### src/rtl/sw_pkg.sv
// Shared definitions for the Smith-Waterman traceback path: op codes,
// direction-word layout, gap state and traceback FSM states.
package sw_pkg;

  typedef enum logic [1:0] {
    OP_MATCH    = 2'b00,
    OP_MISMATCH = 2'b01,
    OP_INS      = 2'b10,
    OP_DEL      = 2'b11
  } op_e;

  typedef enum logic [1:0] {
    HSRC_ZERO = 2'b00,
    HSRC_DIAG = 2'b01,
    HSRC_I    = 2'b10,
    HSRC_D    = 2'b11
  } hsrc_e;

  // Direction-word bit positions
  localparam int unsigned DW_W     = 5;
  localparam int unsigned DW_HSRC  = 0;  // [1:0]
  localparam int unsigned DW_IEXT  = 2;
  localparam int unsigned DW_DEXT  = 3;
  localparam int unsigned DW_MATCH = 4;

  typedef enum logic [1:0] {
    GAP_H = 2'd0,
    GAP_I = 2'd1,
    GAP_D = 2'd2
  } gap_e;

  typedef enum logic [2:0] {
    ST_IDLE = 3'd0,
    ST_READ = 3'd1,
    ST_EVAL = 3'd2,
    ST_EMIT = 3'd3,
    ST_FIN  = 3'd4
  } state_e;

endpackage

### src/rtl/sw_traceback_if.sv
// Edit-op output stream (valid/ready) from the traceback walker.
interface sw_traceback_if
  import sw_pkg::*;
  ();
  logic op_valid;
  logic op_ready;
  op_e  op_code;

  modport master (output op_valid, output op_code, input  op_ready);
  modport slave  (input  op_valid, input  op_code, output op_ready);
endinterface

### src/rtl/sw_traceback.sv
// Smith-Waterman traceback walker: reads direction words from the max-score
// cell back to the local-alignment start and streams edit ops in reverse.
module sw_traceback
  import sw_pkg::*;
#(
  parameter int unsigned MAX_LEN = 64,
  parameter int unsigned AW      = $clog2(MAX_LEN + 1),
  parameter int unsigned LW      = $clog2(2 * MAX_LEN + 1)
) (
  input  logic                 clk,
  input  logic                 rst_n,
  input  logic                 start,
  input  logic [AW-1:0]        i_end,
  input  logic [AW-1:0]        j_end,
  output logic                 dir_rd_en,
  output logic [AW-1:0]        dir_i,
  output logic [AW-1:0]        dir_j,
  input  logic [DW_W-1:0]      dir_data,
  sw_traceback_if.master       op,
  output logic                 busy,
  output logic                 done,
  output logic [LW-1:0]        aln_len,
  output logic [AW-1:0]        i_start,
  output logic [AW-1:0]        j_start
);

  localparam logic [LW-1:0] LEN_MAX = LW'(2 * MAX_LEN);

  state_e          r_state, w_state_nxt;
  gap_e            r_gap, w_gap_nxt;
  op_e             r_op, w_op_nxt;
  logic [AW-1:0]   r_cur_i, r_cur_j, w_cur_i_nxt, w_cur_j_nxt;
  logic [LW-1:0]   r_aln_len, w_aln_nxt;
  logic [AW-1:0]   r_i_start, r_j_start;
  logic [DW_W-1:0] r_word, w_word;
  logic            r_rd_q;

  function automatic logic [AW-1:0] dec_sat(input logic [AW-1:0] v);
    return (v == '0) ? '0 : v - 1'b1;
  endfunction

  // RAM data arrives the cycle after the strobe; the first EVAL cycle uses it
  // directly and the registered copy serves the extra gap-switch EVAL cycle.
  assign w_word = r_rd_q ? dir_data : r_word;

  // Next-state, coordinate, gap-state and op selection
  always_comb begin
    w_state_nxt = r_state;
    w_gap_nxt   = r_gap;
    w_op_nxt    = r_op;
    w_cur_i_nxt = r_cur_i;
    w_cur_j_nxt = r_cur_j;
    w_aln_nxt   = r_aln_len;
    unique case (r_state)
      ST_IDLE: begin
        if (start) begin
          w_cur_i_nxt = i_end;
          w_cur_j_nxt = j_end;
          w_aln_nxt   = '0;
          w_gap_nxt   = GAP_H;
          w_state_nxt = (i_end == '0 || j_end == '0) ? ST_FIN : ST_READ;
        end
      end
      ST_READ: w_state_nxt = ST_EVAL;
      ST_EVAL: begin
        unique case (r_gap)
          GAP_H: begin
            unique case (hsrc_e'(w_word[DW_HSRC +: 2]))
              HSRC_ZERO: w_state_nxt = ST_FIN;
              HSRC_DIAG: begin
                w_op_nxt    = w_word[DW_MATCH] ? OP_MATCH : OP_MISMATCH;
                w_cur_i_nxt = dec_sat(r_cur_i);
                w_cur_j_nxt = dec_sat(r_cur_j);
                w_state_nxt = ST_EMIT;
              end
              HSRC_I: w_gap_nxt = GAP_I;
              HSRC_D: w_gap_nxt = GAP_D;
              default: w_state_nxt = ST_FIN;
            endcase
          end
          GAP_I: begin
            w_op_nxt    = OP_INS;
            w_cur_j_nxt = dec_sat(r_cur_j);
            w_gap_nxt   = w_word[DW_IEXT] ? GAP_I : GAP_H;
            w_state_nxt = ST_EMIT;
          end
          GAP_D: begin
            w_op_nxt    = OP_DEL;
            w_cur_i_nxt = dec_sat(r_cur_i);
            w_gap_nxt   = w_word[DW_DEXT] ? GAP_D : GAP_H;
            w_state_nxt = ST_EMIT;
          end
          default: w_gap_nxt = GAP_H;
        endcase
      end
      ST_EMIT: begin
        if (op.op_ready) begin
          w_aln_nxt   = (r_aln_len == LEN_MAX) ? r_aln_len : r_aln_len + 1'b1;
          w_state_nxt = (r_cur_i == '0 || r_cur_j == '0) ? ST_FIN : ST_READ;
        end
      end
      ST_FIN:  w_state_nxt = ST_IDLE;
      default: w_state_nxt = ST_IDLE;
    endcase
  end

  // State, walk registers and result capture
  always_ff @(posedge clk or negedge rst_n) begin
    if (!rst_n) begin
      r_state   <= ST_IDLE;
      r_gap     <= GAP_H;
      r_op      <= OP_MATCH;
      r_cur_i   <= '0;
      r_cur_j   <= '0;
      r_aln_len <= '0;
      r_i_start <= '0;
      r_j_start <= '0;
      r_word    <= '0;
      r_rd_q    <= 1'b0;
    end else begin
      r_state   <= w_state_nxt;
      r_gap     <= w_gap_nxt;
      r_op      <= w_op_nxt;
      r_cur_i   <= w_cur_i_nxt;
      r_cur_j   <= w_cur_j_nxt;
      r_aln_len <= w_aln_nxt;
      r_rd_q    <= (r_state == ST_READ);
      if (r_rd_q) r_word <= dir_data;
      if (w_state_nxt == ST_FIN) begin
        r_i_start <= w_cur_i_nxt;
        r_j_start <= w_cur_j_nxt;
      end
    end
  end

  assign dir_rd_en   = (r_state == ST_READ);
  assign dir_i       = r_cur_i;
  assign dir_j       = r_cur_j;
  assign op.op_valid = (r_state == ST_EMIT);
  assign op.op_code  = r_op;
  assign busy        = (r_state == ST_READ) || (r_state == ST_EVAL) || (r_state == ST_EMIT);
  assign done        = (r_state == ST_FIN);
  assign aln_len     = r_aln_len;
  assign i_start     = r_i_start;
  assign j_start     = r_j_start;

endmodule
### src/flat_wrapper.sv
// flat-port wrapper written by rule: the top's interface ports become plain ports
module sw_traceback_flat import sw_pkg::*;
#(
  parameter int unsigned MAX_LEN = 64,
  parameter int unsigned AW      = $clog2(MAX_LEN + 1),
  parameter int unsigned LW      = $clog2(2 * MAX_LEN + 1)
)
  (clk, rst_n, start, i_end, j_end, dir_rd_en, dir_i, dir_j, dir_data, busy, done, aln_len, i_start, j_start, op_op_valid, op_op_code, op_op_ready);
  sw_traceback_if op_i ();
  input  logic clk;
  input  logic rst_n;
  input  logic start;
  input  logic [AW-1:0] i_end;
  input  logic [AW-1:0] j_end;
  output logic dir_rd_en;
  output logic [AW-1:0] dir_i;
  output logic [AW-1:0] dir_j;
  input  logic [DW_W-1:0] dir_data;
  output logic busy;
  output logic done;
  output logic [LW-1:0] aln_len;
  output logic [AW-1:0] i_start;
  output logic [AW-1:0] j_start;
  output wire logic [$bits(op_i.op_valid)-1:0] op_op_valid;
  output wire logic [$bits(op_i.op_code)-1:0] op_op_code;
  input wire logic [$bits(op_i.op_ready)-1:0] op_op_ready;
  assign op_op_valid = op_i.op_valid;
  assign op_op_code = op_i.op_code;
  assign op_i.op_ready = op_op_ready;
  sw_traceback #(.MAX_LEN(MAX_LEN), .AW(AW), .LW(LW)) u_core (.clk(clk), .rst_n(rst_n), .start(start), .i_end(i_end), .j_end(j_end), .dir_rd_en(dir_rd_en), .dir_i(dir_i), .dir_j(dir_j), .dir_data(dir_data), .op(op_i), .busy(busy), .done(done), .aln_len(aln_len), .i_start(i_start), .j_start(j_start));
endmodule
### config.mk
export PLATFORM = sky130hd
export DESIGN_NAME = sw_traceback_flat
export DESIGN_NICKNAME = d
export VERILOG_FILES = /design/src/rtl/sw_pkg.sv /design/src/rtl/sw_traceback_if.sv /design/src/rtl/sw_traceback.sv /design/src/flat_wrapper.sv
export SDC_FILE = /design/constraint.sdc
export NUM_CORES = 1
export LEC_CHECK = 0
export BUFFER_PORTS_ARGS = -buffer_cell sky130_fd_sc_hd__clkbuf_2
export CORE_MARGIN = 5
export CORE_UTILIZATION = 53
export DETAILED_ROUTE_END_ITERATION = 12
export HOLD_SLACK_MARGIN = 0.12
export PLACE_DENSITY = 0.79
export SLEW_MARGIN = 20
export SYNTH_ARGS = -nofsm -noshare
export SYNTH_HDL_FRONTEND = slang
export SYNTH_SLANG_ARGS = --single-unit
### constraint.sdc
create_clock -name clk -period 3.45 [get_ports clk]
set_input_delay 1.035 -clock clk [delete_from_list [all_inputs] [get_ports clk]]
set_output_delay 1.035 -clock clk [all_outputs]
set_load 0.03 [all_outputs]
Yosys cells after proc, flatten, opt, wreduce, memory -nomap -nowiden
Cells that the tools add are included.
{ "word_totals": {"register_bits": 49, "output_inout_bits": 42} }
{ "classes": {"addsub": 3, "eq_ne": 16, "mux": 31, "n_reduce_logical": 18} }
{ "op_table": {"columns": ["cell", "n"], "rows": [
  ["case mux 7 bit (2 select lines)", 4],
  ["2-to-1 mux 7 bit", 6],
  ["logical NOT 7 bit", 4],
  ["2-to-1 mux 8 bit", 3],
  ["case mux 8 bit (2 select lines)", 1],
  ["subtractor 7 x 1 -> 7 bit, second input constant", 2],
  ["2-to-1 mux 3 bit", 4],
  ["case mux 2 bit (3 select lines)", 2],
  ["case mux 3 bit (2 select lines)", 2],
  ["case mux 3 bit (4 select lines)", 1],
  ["adder 8 x 1 -> 8 bit, second input constant", 1],
  ["== test 8 bit, second input constant", 1],
  ["case mux 2 bit (2 select lines)", 2],
  ["== test 2 bit, second input constant", 3],
  ["== test 3 x 2 -> 1 bit, second input constant", 2],
  ["== test 3 bit, second input constant", 2],
  ["2-to-1 mux 2 bit", 3],
  ["!= test 2 bit, second input constant", 3],
  ["AND reduction 3 bit", 2],
  ["2-to-1 mux 5 bit", 1],
  ["== test 2 x 1 -> 1 bit, second input constant", 2],
  ["logical NOT 2 bit", 2],
  ["logical OR 1 bit", 4],
  ["!= test 4 bit, second input constant", 1],
  ["other kinds (8)", 10]
]} }

Logic depth before layout (Yosys ltp)
{ "depth": {"depth_word": 6, "depth_mapped": 10, "depth_no_buf": 8} }

Least setup slack after synthesis
Ideal clock, no wire load.
{ "synth_path": {"path_type": "input port to flip-flop", "start": "in dir_data[1]", "end": "reg u_core.r_i_start[2], in the netlist u_core.i_start[2]", "setup_time_ns": 0.125, "arrival_time_ns": 2.706, "slack_ns": 0.619, "path_stages": 7, "n_path_buf": 1, "cell_sequence": "mux2_2 or2_2 nor3_1 nor3_1 a311oi_4 buf_6 mux2_2"} }
{ "synth_between": {"elab_chain_cells": 6, "word_cells_on_any_way": 10} }
{ "synth_lines": {"columns": ["element", "line_no", "rtl"], "rows": [
  ["from (decl)", "flat_wrapper.sv:18", "input logic [DW_W-1:0] dir_data;"],
  ["2-to-1 mux 5 bit (*)", null, null],
  ["== test 2 x 1 -> 1 bit / logical NOT 2 bit (equally long branches)", "sw_traceback.sv:68", "unique case (hsrc_e'(w_word[DW_HSRC +: 2]))"],
  ["case mux 3 bit (2 select lines)", "sw_traceback.sv:68", null],
  ["case mux 3 bit (2 select lines)", "sw_traceback.sv:66", "unique case (r_gap)"],
  ["case mux 3 bit (4 select lines)", "sw_traceback.sv:54", "unique case (r_state)"],
  ["== test 3 bit", "sw_traceback.sv:129", "if (w_state_nxt == ST_FIN) begin"],
  ["to (signal assigned)", "sw_traceback.sv:130", "r_i_start <= w_cur_i_nxt;"],
  ["to (decl)", "sw_traceback.sv:34", "logic [AW-1:0] r_i_start, r_j_start;"]
]} }
Mark *: on every way between the ends. The rest lies on a longest branch, timed or not.
A chain may end at the register's enable or synchronous reset.

Worst setup path after layout
{ "layout_path": {"start": "in dir_data[1]", "end": "reg u_core.r_j_start[2], in the netlist u_core.j_start[2]"} }
{ "layout_between": {"elab_chain_cells": 6, "word_cells_on_any_way": 10} }
{ "layout_lines": {"columns": ["element", "line_no", "rtl"], "rows": [
  ["2-to-1 mux 5 bit (*)", null, null],
  ["net u_core.w_word[1]", "sw_traceback.sv:35", "logic [DW_W-1:0] r_word, w_word;"],
  ["== test 2 x 1 -> 1 bit / logical NOT 2 bit (equally long branches)", "sw_traceback.sv:68", null],
  ["case mux 3 bit (2 select lines)", "sw_traceback.sv:68", null],
  ["case mux 3 bit (2 select lines)", "sw_traceback.sv:66", null],
  ["case mux 3 bit (4 select lines)", "sw_traceback.sv:54", null],
  ["== test 3 bit", "sw_traceback.sv:129", null],
  ["to (signal assigned)", "sw_traceback.sv:131", "r_j_start <= w_cur_j_nxt;"],
  ["to (decl)", "sw_traceback.sv:34", null]
]} }
Mark *: on every way through the listed nets, which the timed path passes. The rest lies on a longest branch.

==> flow_summary.yaml <==
global_routing:
  gr-total-overflow: 0
  number_of_antenna_violations_at_the_first_check_in_global_routing: 0
  grt_pass1_vias: 2379
  largest_net_degree_at_the_start_of_global_routing: 31
  wire_length_of_the_first_global_routing_pass_mm: 11.2
  groute.usage.overall: 0.215
detailed_routing:
  via_per_inst: 5.75
  routed-wl-met2_mm: 3.27
  drt_iter0_drc: 110
  drt_first_pass_iters: 5
  wl_per_cell_um: 16.0
  met1Wirelength_mm: 2.80
  ant_nets: 0
  route.met3.wl_um: 351
  routed_wirelength_mm: 6.53
  detailroute.via_count: 2342
  highest-signal-layer: "met4"
  drc: 0
power:
  post-layout-total-power_mw: 3.30
  peakVddDrop_mv: 0.539
  p_leak_nw: 1.51
  pwr_density_cell_nw_per_um2: 1030
placement:
  place.gp.congestion: 0.961
  placement.cell_area_um2: 3110
  dp_worst_setup_slack_ns: 0.411
  dp.cells: 399
  dp_hpwl_mm: 4.92
  io_buffers: 64
critical_path:
  worst_ep_required_time_ns: 3.64
  worstSetupPathType: "in2reg"
  cp_max_fo: 14
  reg2reg_depth: 7
  kind_of_start_point_of_the_critical_path: "input pin"
  path_cells: "clkbuf_2, mux2_2, or2_2, nor3_1, nor3_1, a311oi_4, buf_4, mux2_2"
  crit-reg2reg-launch: "u_core.dir_i[3]$_DFF_PN0_"
  worst-r2r-setup-slack_ns: 0.78
  worstPathArrival_ns: 2.91
  master_of_the_slowest_instance_on_the_critical_path: "sky130_fd_sc_hd__mux2_2"
  critical_path.max_stage_delay_ns: 0.36
  critPathCaptureType: "flip-flop"
  reg2reg_to: "u_core.j_start[2]$_DFFE_PN0N_"
sta:
  post-route-period-util: 0.790
  timing_hold_violations_final: 0
  largest_clock_skew_in_the_final_design_ns: 0.00629
  timing.final.setup_violations: 0
  maxSlewViolCount: 0
  hold-worst-slack_ns: 0.504
  maxSlewHeadroom: 0.603
  grt_setup_unrepaired: "false"
  layout_setup_ws_ns: 0.724
  achievable-frequency_mhz: 367
  worst-slew-pin-transition_ns: 0.592
  timing.setup.tns_ns: 0
  finalCriticalPeriod_ns: 2.73
die:
  floorplan.die_area_um2: 6630
  std_cell_rows: 26
  placeable_area_um2: 5040
  design.portCount: 65
  die_w_um: 81.4
  effective_utilization_at_floorplan: 0.536
  chipHeight_um: 81.4
worst_hold_path:
  worst_hold_startpoint: "u_core.r_word[2]$_DFF_PN0_"
  hold-path-cell-count: 1
  worstHoldEndpoint: "u_core.r_word[2]$_DFF_PN0_"
  hold_crit_class: "reg2reg"
logic_synthesis:
  synth_area_leaders: "sky130_fd_sc_hd__dfrtp_1 45%, sky130_fd_sc_hd__mux2_2 8.3%, sky130_fd_sc_hd__ha_1 4.6%"
  post_synth_xor_area_fraction: 0.0194
  netlist_top_cells_count: "49 x sky130_fd_sc_hd__dfrtp_1, 28 x sky130_fd_sc_hd__nor2_1, 22 x sky130_fd_sc_hd__nand2_1"
  syn_area_per_cell_um2: 9.97
  share_of_synthesized_flip_flops_with_an_asynchronous_set_or_reset: 1.00
  share_of_synthesized_cell_area_in_full_adder_half_adder_and_majority_cells: 0.0463
  netlist.top_cell.by_area: "sky130_fd_sc_hd__dfrtp_1"
  synth_fp_nets: 304
  mappedNetlistArea_um2: 2700
  yosysWarningCount: 0
  yosys_most_used_dff: "sky130_fd_sc_hd__dfrtp_1"
  synth.distinct_cells: 50
  synth.top_cell.area_share: 0.454
  synth_compound_area_frac: 0.156
  post-synth-top-count-cell: "sky130_fd_sc_hd__dfrtp_1"
  yosys_register_bits: 49
  synth_mux_area_frac: 0.0833
  syn_inst: 271
  synth_top_family_by_area: "simple AND/OR/NAND/NOR gates"
  synth_simple_gate_area_frac: 0.207
  synth_sequential_area_ratio: 0.454
  synth_enable_flop_cells: 0
clock_network:
  ctsResizeCount: 0
  h-tree-depth: 2
  cts_buffer_depth: 2
  cts_tree: "done"
  clk-insertion-delay-late_ns: 0.30
  cts.hold.buffers_added: 0
  cts_buffers: 5
  cts_setup_buffers: 0
  clkTransAtPathRegs_ns: 0.09
  clockRootBuffer: "sky130_fd_sc_hd__clkbuf_8"
  clock-sinks: 49
final_layout:
  drive_above_1_share: 0.323
  final_cell_area_um2: 3220
  final_net_count: 369
  area_delta_synth_final_pct: 19.2
  antennaDiodeCount: 0
  finish.utilization: 0.639
  stdcell_count: 407
run:
  drv.max_cap_violation_count: 0
run_status:
  run_status: "finished clean"
layout by cell type (no fill, tap or decap), drive strengths merged, types with 6 or more instances in the layout:
master,count
a221o,7
inv,11
a21oi,13
o21ai,15
ha,10
nand3,6
nor3,9
dfrtp,49
nand2,22
nor2,28
clkbuf,71
mux2,20
final cells by class:
class	count	area, um2
well taps	70	87.6
inverters	11	41.3
fillers	437	1820
clock buffers	7	86.3
flip-flops and latches	49	1230
repair buffers	69	358
multi-input cells	200	1390
clock inverters	1	30.0
cells by family (layout without fill, tap and decap cells):
group                      Yosys count  after routing
adders and majority gates           10             10
muxes                               20             20
and+or+nand+nor                    104            104
DFF                                 49             49
buffers and inverters               22             88
AOI/OAI and AO/OA                   60             60
xor gates and xnor gates             6              6
worst max-delay path by stage:
stage	start	end	slack [ns]	cells after the start
after floorplan	dir_data[1]	u_core.i_start[2]$_DFFE_PN0N_	0.62	7
after global placement	dir_data[1]	u_core.j_start[2]$_DFFE_PN0N_	0.48	8
after detailed placement	dir_data[1]	u_core.i_start[4]$_DFFE_PN0N_	0.41	8
after CTS	dir_data[1]	u_core.i_start[4]$_DFFE_PN0N_	0.71	8
after global routing	dir_data[1]	u_core.j_start[0]$_DFFE_PN0N_	0.65	8
final	dir_data[1]	u_core.j_start[2]$_DFFE_PN0N_	0.72	8
metal layers:
layer | vias to the layer above | global-route usage
met5 | - | 0
met4 | 0 | 0.0760
met3 | 14 | 0.0461
met2 | 75 | 0.352
met1 | 1130 | 0.283
li1 | 1123 | -
power by group:
part | total [mW] | leakage, nW | internal [mW] | switching, mW
clock | 0.419 | 0.0585 | 0.236 | 0.182
sequential | 1.05 | 0.625 | 0.803 | 0.249
combinational | 1.83 | 0.828 | 0.666 | 1.17
worst max-delay path: cells and delay by family:
kind / cells / cell delay, ns
AOI/OAI and AO/OA: 1 / 0.27
and+or+nand+nor: 3 / 0.58
buffers and inverters: 2 / 0.35
muxes: 2 / 0.67
flip-flops by register name, summed over array words and instances (netlist names):
| register | count |
|---|---|
| u_core.aln_len | 8 |
| u_core.dir_i | 7 |
| u_core.dir_j | 7 |
| u_core.i_start | 7 |
| u_core.j_start | 7 |
| u_core.r_word | 5 |
| u_core.r_state | 3 |
| u_core.op.op_code | 2 |
| u_core.r_gap | 2 |
| u_core.r_rd_q | 1 |
No activity file was read; power rests on OpenSTA's default activity.
